[src/rtl/mem_ctrl_pkg.sv]
`default_nettype none
// ============================================================================
//  Module      : mem_ctrl_pkg
//  Description : Shared width codes, FSM encodings and bus types for mem_ctrl.
//  Revision    : 1.0 - initial release
// ============================================================================
package mem_ctrl_pkg;

    localparam logic [1:0] c_MEM_BYTE = 2'd0;
    localparam logic [1:0] c_MEM_HALF = 2'd1;
    localparam logic [1:0] c_MEM_WORD = 2'd2;

    localparam logic [1:0] c_ST_IDLE   = 2'd0;
    localparam logic [1:0] c_ST_ACCESS = 2'd1;
    localparam logic [1:0] c_ST_DONE   = 2'd2;

    localparam logic [31:0] c_ZERO_WORD = 32'h0000_0000;

    typedef logic [31:0] inst_addr_t;
    typedef logic [31:0] inst_t;

    // Width code 3 is treated as a full word, same as c_MEM_WORD.
    function automatic logic [2:0] width_to_bytes(input logic [1:0] width);
        case (width)
            c_MEM_BYTE: return 3'd1;
            c_MEM_HALF: return 3'd2;
            default:    return 3'd4;
        endcase
    endfunction

endpackage : mem_ctrl_pkg
`default_nettype wire

[src/rtl/mem_ctrl_byte_seq.sv]
`default_nettype none
// ============================================================================
//  Module      : mem_byte_seq
//  Description : Byte index counter, RAM address generation and little-endian
//                word assembly/disassembly for one serialised access.
//  Revision    : 1.0 - initial release
// ============================================================================
module mem_byte_seq
    import mem_ctrl_pkg::*;
#(
    parameter int ADDR_W = 32,
    parameter int DATA_W = 32
) (
    input  logic              clk,
    input  logic              rst,
    input  logic              i_start,
    input  logic              i_step,
    input  logic              i_is_write,
    input  logic [ADDR_W-1:0] i_base,
    input  logic [2:0]        i_nbytes,
    input  logic [DATA_W-1:0] i_wdata,
    input  logic [7:0]        i_ram_rdata,
    output logic [ADDR_W-1:0] o_ram_addr,
    output logic [7:0]        o_ram_wdata,
    output logic              o_last,
    output logic [DATA_W-1:0] o_word
);

    logic [ADDR_W-1:0] r_base;
    logic [2:0]        r_idx;
    logic [2:0]        r_n;
    logic              r_wr;
    logic [DATA_W-1:0] r_wdata;
    logic [DATA_W-1:0] r_asm;

    logic              w_last;
    logic [2:0]        w_prev;
    logic [DATA_W-1:0] w_merged;

    // Reads need one extra cycle (index n) to capture the final RAM byte.
    assign w_last   = r_wr ? (r_idx == (r_n - 3'd1)) : (r_idx == r_n);
    assign w_prev   = r_idx - 3'd1;
    assign w_merged = r_asm | ({{(DATA_W-8){1'b0}}, i_ram_rdata} << {w_prev[1:0], 3'b000});

    always_ff @(posedge clk) begin
        if (rst) begin
            r_base  <= '0;
            r_idx   <= '0;
            r_n     <= '0;
            r_wr    <= 1'b0;
            r_wdata <= '0;
            r_asm   <= '0;
        end else if (i_start) begin
            r_base  <= i_base;
            r_idx   <= '0;
            r_n     <= i_nbytes;
            r_wr    <= i_is_write;
            r_wdata <= i_wdata;
            r_asm   <= '0;
        end else if (i_step) begin
            // Index freezes on the last cycle so the RAM address holds afterwards.
            if (!w_last)
                r_idx <= r_idx + 3'd1;
            if (!r_wr && (r_idx != 3'd0))
                r_asm <= w_merged;
        end
    end

    assign o_ram_addr  = r_base + ADDR_W'(r_idx);
    assign o_ram_wdata = r_wdata[{r_idx[1:0], 3'b000} +: 8];
    assign o_last      = w_last;
    assign o_word      = w_merged;

endmodule : mem_byte_seq
`default_nettype wire

[src/rtl/mem_ctrl.sv]
`default_nettype none
// ============================================================================
//  Module      : mem_ctrl
//  Description : Arbitrates IF and MEM requests onto a byte-wide synchronous
//                RAM. Optional IF word buffer: MEM_CTRL_IF_BUFFER_EN.
//  Revision    : 1.0 - initial release
// ============================================================================
module mem_ctrl
    import mem_ctrl_pkg::*;
#(
    parameter int ADDR_W = 32,
    parameter int DATA_W = 32
) (
    input  logic              clk,
    input  logic              rst,
    input  logic              if_r_enable_i,
    input  logic [ADDR_W-1:0] if_addr_i,
    output logic [DATA_W-1:0] if_data_o,
    output logic              if_busy_o,
    output logic              if_done_o,
    input  logic              mem_r_enable_i,
    input  logic              mem_w_enable_i,
    input  logic [1:0]        mem_width_i,
    input  logic [ADDR_W-1:0] mem_addr_i,
    input  logic [DATA_W-1:0] mem_wdata_i,
    output logic [DATA_W-1:0] mem_rdata_o,
    output logic              mem_busy_o,
    output logic              mem_done_o,
    output logic [ADDR_W-1:0] ram_addr_o,
    output logic [7:0]        ram_wdata_o,
    output logic              ram_we_o,
    input  logic [7:0]        ram_rdata_i
);

    logic [1:0]        r_state;
    logic [1:0]        w_state_nxt;
    logic              r_port_mem;
    logic              r_is_write;
    logic              r_if_armed;
    logic              r_mem_armed;
    logic [DATA_W-1:0] r_if_data;
    logic [DATA_W-1:0] r_mem_rdata;

    logic              w_idle;
    logic              w_mem_req;
    logic              w_mem_accept;
    logic              w_if_accept;
    logic              w_if_hit;
    logic              w_start;
    logic              w_mem_wr_accept;
    logic              w_rd_finish;
    logic              w_seq_last;
    logic [DATA_W-1:0] w_seq_word;
    logic [ADDR_W-1:0] w_start_addr;
    logic [2:0]        w_start_n;

    assign w_idle          = (r_state == c_ST_IDLE);
    assign w_mem_req       = mem_r_enable_i | mem_w_enable_i;
    // MEM wins arbitration; a losing IF request stays armed and pending.
    assign w_mem_accept    = w_idle & r_mem_armed & w_mem_req;
    assign w_if_accept     = w_idle & r_if_armed & if_r_enable_i & ~w_mem_accept;
    assign w_mem_wr_accept = w_mem_accept & mem_w_enable_i;
    assign w_start         = w_mem_accept | (w_if_accept & ~w_if_hit);
    assign w_rd_finish     = (r_state == c_ST_ACCESS) & ~r_is_write & w_seq_last;
    assign w_start_addr    = w_mem_accept ? mem_addr_i : if_addr_i;
    assign w_start_n       = w_mem_accept ? width_to_bytes(mem_width_i) : 3'd4;

`ifdef MEM_CTRL_IF_BUFFER_EN
    logic              r_buf_valid;
    logic [ADDR_W-1:0] r_buf_addr;
    logic [DATA_W-1:0] r_buf_data;
    logic [ADDR_W-1:0] r_req_addr;

    assign w_if_hit = w_if_accept & r_buf_valid & (r_buf_addr == if_addr_i);

    always_ff @(posedge clk) begin
        if (rst) begin
            r_buf_valid <= 1'b0;
            r_buf_addr  <= '0;
            r_buf_data  <= '0;
            r_req_addr  <= '0;
        end else begin
            if (w_mem_accept | w_if_accept)
                r_req_addr <= w_start_addr;
            if (w_mem_wr_accept) begin
                r_buf_valid <= 1'b0;
            end else if (w_rd_finish & ~r_port_mem) begin
                r_buf_valid <= 1'b1;
                r_buf_addr  <= r_req_addr;
                r_buf_data  <= w_seq_word;
            end
        end
    end
`else
    assign w_if_hit = 1'b0;
`endif

    mem_byte_seq #(
        .ADDR_W (ADDR_W),
        .DATA_W (DATA_W)
    ) u_byte_seq (
        .clk         (clk),
        .rst         (rst),
        .i_start     (w_start),
        .i_step      (r_state == c_ST_ACCESS),
        .i_is_write  (w_mem_wr_accept),
        .i_base      (w_start_addr),
        .i_nbytes    (w_start_n),
        .i_wdata     (mem_wdata_i),
        .i_ram_rdata (ram_rdata_i),
        .o_ram_addr  (ram_addr_o),
        .o_ram_wdata (ram_wdata_o),
        .o_last      (w_seq_last),
        .o_word      (w_seq_word)
    );

    always_ff @(posedge clk) begin
        if (rst)
            r_state <= c_ST_IDLE;
        else
            r_state <= w_state_nxt;
    end

    always_comb begin
        w_state_nxt = r_state;
        case (r_state)
            c_ST_IDLE: begin
                if (w_start)
                    w_state_nxt = c_ST_ACCESS;
                else if (w_if_hit)
                    w_state_nxt = c_ST_DONE;
            end
            c_ST_ACCESS: begin
                if (w_seq_last)
                    w_state_nxt = c_ST_DONE;
            end
            c_ST_DONE:   w_state_nxt = c_ST_IDLE;
            default:     w_state_nxt = c_ST_IDLE;
        endcase
    end

    always_comb begin
        if_busy_o  = (r_state != c_ST_IDLE);
        mem_busy_o = (r_state != c_ST_IDLE);
        if_done_o  = (r_state == c_ST_DONE) & ~r_port_mem;
        mem_done_o = (r_state == c_ST_DONE) &  r_port_mem;
        ram_we_o   = (r_state == c_ST_ACCESS) & r_is_write;
    end

    // Ports re-arm whenever their enable is seen low, so a held request is served once.
    always_ff @(posedge clk) begin
        if (rst) begin
            r_if_armed  <= 1'b1;
            r_mem_armed <= 1'b1;
            r_port_mem  <= 1'b0;
            r_is_write  <= 1'b0;
        end else begin
            if (!if_r_enable_i)
                r_if_armed <= 1'b1;
            else if (w_if_accept)
                r_if_armed <= 1'b0;

            if (!w_mem_req)
                r_mem_armed <= 1'b1;
            else if (w_mem_accept)
                r_mem_armed <= 1'b0;

            if (w_mem_accept | w_if_accept) begin
                r_port_mem <= w_mem_accept;
                r_is_write <= w_mem_wr_accept;
            end
        end
    end

    always_ff @(posedge clk) begin
        if (rst) begin
            r_if_data   <= DATA_W'(c_ZERO_WORD);
            r_mem_rdata <= DATA_W'(c_ZERO_WORD);
        end else begin
            if (w_rd_finish) begin
                if (r_port_mem)
                    r_mem_rdata <= w_seq_word;
                else
                    r_if_data <= w_seq_word;
            end
`ifdef MEM_CTRL_IF_BUFFER_EN
            if (w_if_hit)
                r_if_data <= r_buf_data;
`endif
        end
    end

    assign if_data_o   = r_if_data;
    assign mem_rdata_o = r_mem_rdata;

endmodule : mem_ctrl
`default_nettype wire

[config.mk]
export PLATFORM = sky130hd
export DESIGN_NAME = mem_ctrl
export DESIGN_NICKNAME = d
export VERILOG_FILES = /design/src/rtl/mem_ctrl_pkg.sv /design/src/rtl/mem_ctrl_byte_seq.sv /design/src/rtl/mem_ctrl.sv
export SDC_FILE = /design/constraint.sdc
export NUM_CORES = 1
export LEC_CHECK = 0
export CAP_MARGIN = 25
export CORE_AREA = 10 10 167 169
export DETAILED_ROUTE_END_ITERATION = 10
export DIE_AREA = 0 0 177 179
export SYNTH_ARGS = -nofsm -noshare
export SYNTH_HDL_FRONTEND = slang
export SYNTH_SLANG_ARGS = --single-unit
[constraint.sdc]
create_clock -name clk -period 5.2 [get_ports clk]
set_clock_uncertainty 0.2 [all_clocks]
set_input_delay 1.04 -clock clk [delete_from_list [all_inputs] [get_ports clk]]
set_output_delay 1.04 -clock clk [all_outputs]
set_load 0.02 [all_outputs]
==> impl_metrics.tcl <==
set metrics [dict create \
    status "complete, no violations" \
    tightest_slew_ns 0.9453 \
    globalplace.congestion 0.8235 \
    avgSynthCellArea_um2 8.331 \
    maxCapViolCount 0 \
    reg2reg_from "u_byte_seq.r_idx[0]" \
    syn_nets 987 \
    clock-root-buffer "clkbuf_16" \
    hold_end "u_byte_seq.r_wdata[22]" \
    yosysWarnings 0 \
    start_kind "register" \
    drive_gt1_share_pct 5.540 \
    ys_seq_area_share_pct 47.56 \
    cts_tree "yes" \
    antenna_found_initial 0 \
    area_delta_synth_final_pct 41.46 \
    drt-initial-drc-count 310 \
    final_area_mm2 0.01024 \
    synth_edf_count 0 \
    die-height_um 179 \
    endpoint_kind "output pin" \
    hold_path.class "register to register" \
    hold_viol 0 \
    overflow 0 \
    initial_core_util_pct 29.25 \
    cp_slowest_cell "clkdlybuf4s50_1" \
    reg2regPathDepth 7 \
    cellPowerDensity_mw_per_mm2 397.7 \
    crit_type "register to output pin" \
    num_vias 6623 \
    leakage_nw 3.544 \
    post-cts-setup-buffers 0 \
    cts_made_buffers 17 \
    drc 0 \
    synth-main-ff-cell "dfxtp_1" \
    wl_um 23240 \
    syn_inst 869 \
    max_stage_delay_ns 0.64 \
    dieArea_mm2 0.03168 \
    timing.slew.headroom_pct 36.50 \
    fp.dieW_um 177 \
    async_flop_share_pct 0 \
    grt_pass1_wl_um 36590 \
    post-synth-top-area-cell "dfxtp_1" \
    rows 58 \
    worst_ep_required_time_ns 3.96 \
    setup_viol 0 \
    r2r_slack_ns 2.29 \
    final.min_clock_period_ns 4.195 \
    firstDrtPassIters 4 \
    clkTransAtPathRegs_ns 0.07 \
    synth_seq_cells 172 \
    io_pins 220 \
    timing.fmax_ghz 0.2384 \
    grt.total_usage_pct 14.49 \
    critPathTopFamily "simple AND/OR/NAND/NOR gates" \
    fin_cells 1395 \
    fin_crit_sh_pct 80.66 \
    placedInstanceArea_mm2 0.009661 \
    htree_num_levels 4 \
    antenna_cells 0 \
    fill_cells 2518 \
    synth_commonest_cells "dfxtp_1, nor2_1, nand2_1" \
    post_drt_wl_per_cell_um 16.66 \
    grt_pass1_vias 6521 \
    worstPathMaxFanout 6 \
    core_area_mm2 0.02475 \
    hold_path_depth 2 \
    drtAntennaViolNets 0 \
    grt_max_degree 71 \
    finalPower_mw 4.073 \
    clkLatencyLatePin_ns 0.42 \
    yosysMostFrequentCell "dfxtp_1" \
    min_from "u_byte_seq.r_wdata[22]" \
    portBuffers 219 \
    rsz0062_at_grt "false" \
    post_cts_resized 0 \
    dpl.hpwl_um 16870 \
    viasPerCell 4.748 \
    crit_path_cell_trace "ha_1 > a21oi_1 > nor3_1 > and3_1 > xor2_1 > clkdlybuf4s50_1" \
    cts_buffer_depth 2 \
    r2r-end "u_byte_seq.r_asm[8]" \
    synthesis.area_mm2 0.007239 \
    critPathBufInv 1 \
    setup_tns_ns 0 \
    slew_viol_final 0 \
    holdBufCountCts 0 \
    dp.cells 1363 \
    synth_top_area_share_pct 47.56 \
    clkSinkCount 172 \
    worst_ep_arrival_time_ns 2.95 \
    yosysUniqueCellTypes 41 \
    final_nets 1170 \
    synth_area_leaders "dfxtp_1, nor2_1, nand2_1, a21oi_1, a211oi_1" \
    ir_worst_vdd_uv 158.2 \
]
[worst reg2reg max path, cell delays in order (launching register included)]
cell     delay, ns
dfxtp_1       0.34
buf_4         0.30
inv_1         0.20
ha_1          0.48
nor2b_1       0.57
nor2b_1       0.53
a21oi_1       0.13
nor2_1        0.11
[stage by stage]
| stage | util, % | hold WS, ns | setup WS, ns |
|---|---|---|---|
| finish | 41.38 | 0.2508 | 1.005 |
| global route | 41.38 | 0.2719 | 0.7245 |
| global placement | 39.04 | 0.2379 | 1.471 |
| floorplan | - | 0.2286 | 1.932 |
| detailed placement | 39.04 | 0.2423 | 1.440 |
| CTS | 41.38 | 0.2524 | 0.9630 |
[how the worst max path moves through the flow]
stage	cells after the start	slack, ns	endpoint	startpoint
after global routing	6	0.72	ram_addr_o[12]	u_byte_seq.r_base[3]
after detailed placement	6	1.44	ram_addr_o[31]	u_byte_seq.r_base[10]
after CTS	6	0.96	ram_addr_o[31]	u_byte_seq.r_base[10]
after floorplan	8	1.93	ram_addr_o[26]	u_byte_seq.r_idx[0]
after global placement	6	1.47	ram_addr_o[12]	u_byte_seq.r_base[3]
final	6	1.01	ram_addr_o[15]	u_byte_seq.r_idx[2]
[layout by cell type, fill, tap and decap left out, types with 8 or more instances in the layout]
master,count
a211oi_1,64
a21oi_1,100
a311oi_1,32
buf_4,13
clkbuf_16,17
clkdlybuf4s50_1,218
dfxtp_1,172
inv_1,12
mux4_2,8
nand2_1,144
nand3_1,11
nand4_1,10
nor2_1,148
nor3_1,10
xnor2_1,21
xor2_1,12
[sequential cells by signal, summed over array words and instances, names as in the netlist]
signal,cells
u_byte_seq.r_asm,32
r_if_armed,1
r_port_mem,1
if_data_o,32
u_byte_seq.r_wdata,32
r_state,2
u_byte_seq.r_base,32
r_mem_armed,1
u_byte_seq.r_idx,3
mem_rdata_o,32
u_byte_seq.r_wr,1
u_byte_seq.r_n,3
[report_power, final]
part	total, mW	switching [mW]	internal [mW]
clock network	1.25	0.610	0.643
registers	1.61	0.126	1.49
logic	1.21	0.679	0.527
[per-layer routing]
metal  up-vias  track usage (%)  share of wire [%]
met5         -                0                  0
met4         0            4.694                1.9
met3        26            4.254                5.8
met2       141            24.92                 49
met1      3075            16.93                 43
li1       3381                -                  -
[layout make-up]
class	count	area, µm²	share of cell area, %
timing repair buffer	231	2280	22.26
tap	330	412.9	4.032
inverter	12	45.04	0.4398
clock inverter	14	151.4	1.478
clock buffer	18	429.2	4.191
sequential	172	3443	33.62
multi-input combinational	618	3480	33.98
[cell families (layout without fill, tap and decap cells)]
kind of cell,after synthesis,count (layout),synth area share [%]
multiplexers,11,11,3.007
XOR/XNOR,33,33,3.992
adder cells (fa/ha/maj),7,7,1.313
buffers and inverters,79,275,4.407
flip-flops,172,172,47.56
AND/OR/NAND/NOR,355,355,20.81
AO/OA/AOI/OAI,212,212,18.91
Note: power is estimated with default switching activity, not from simulation.
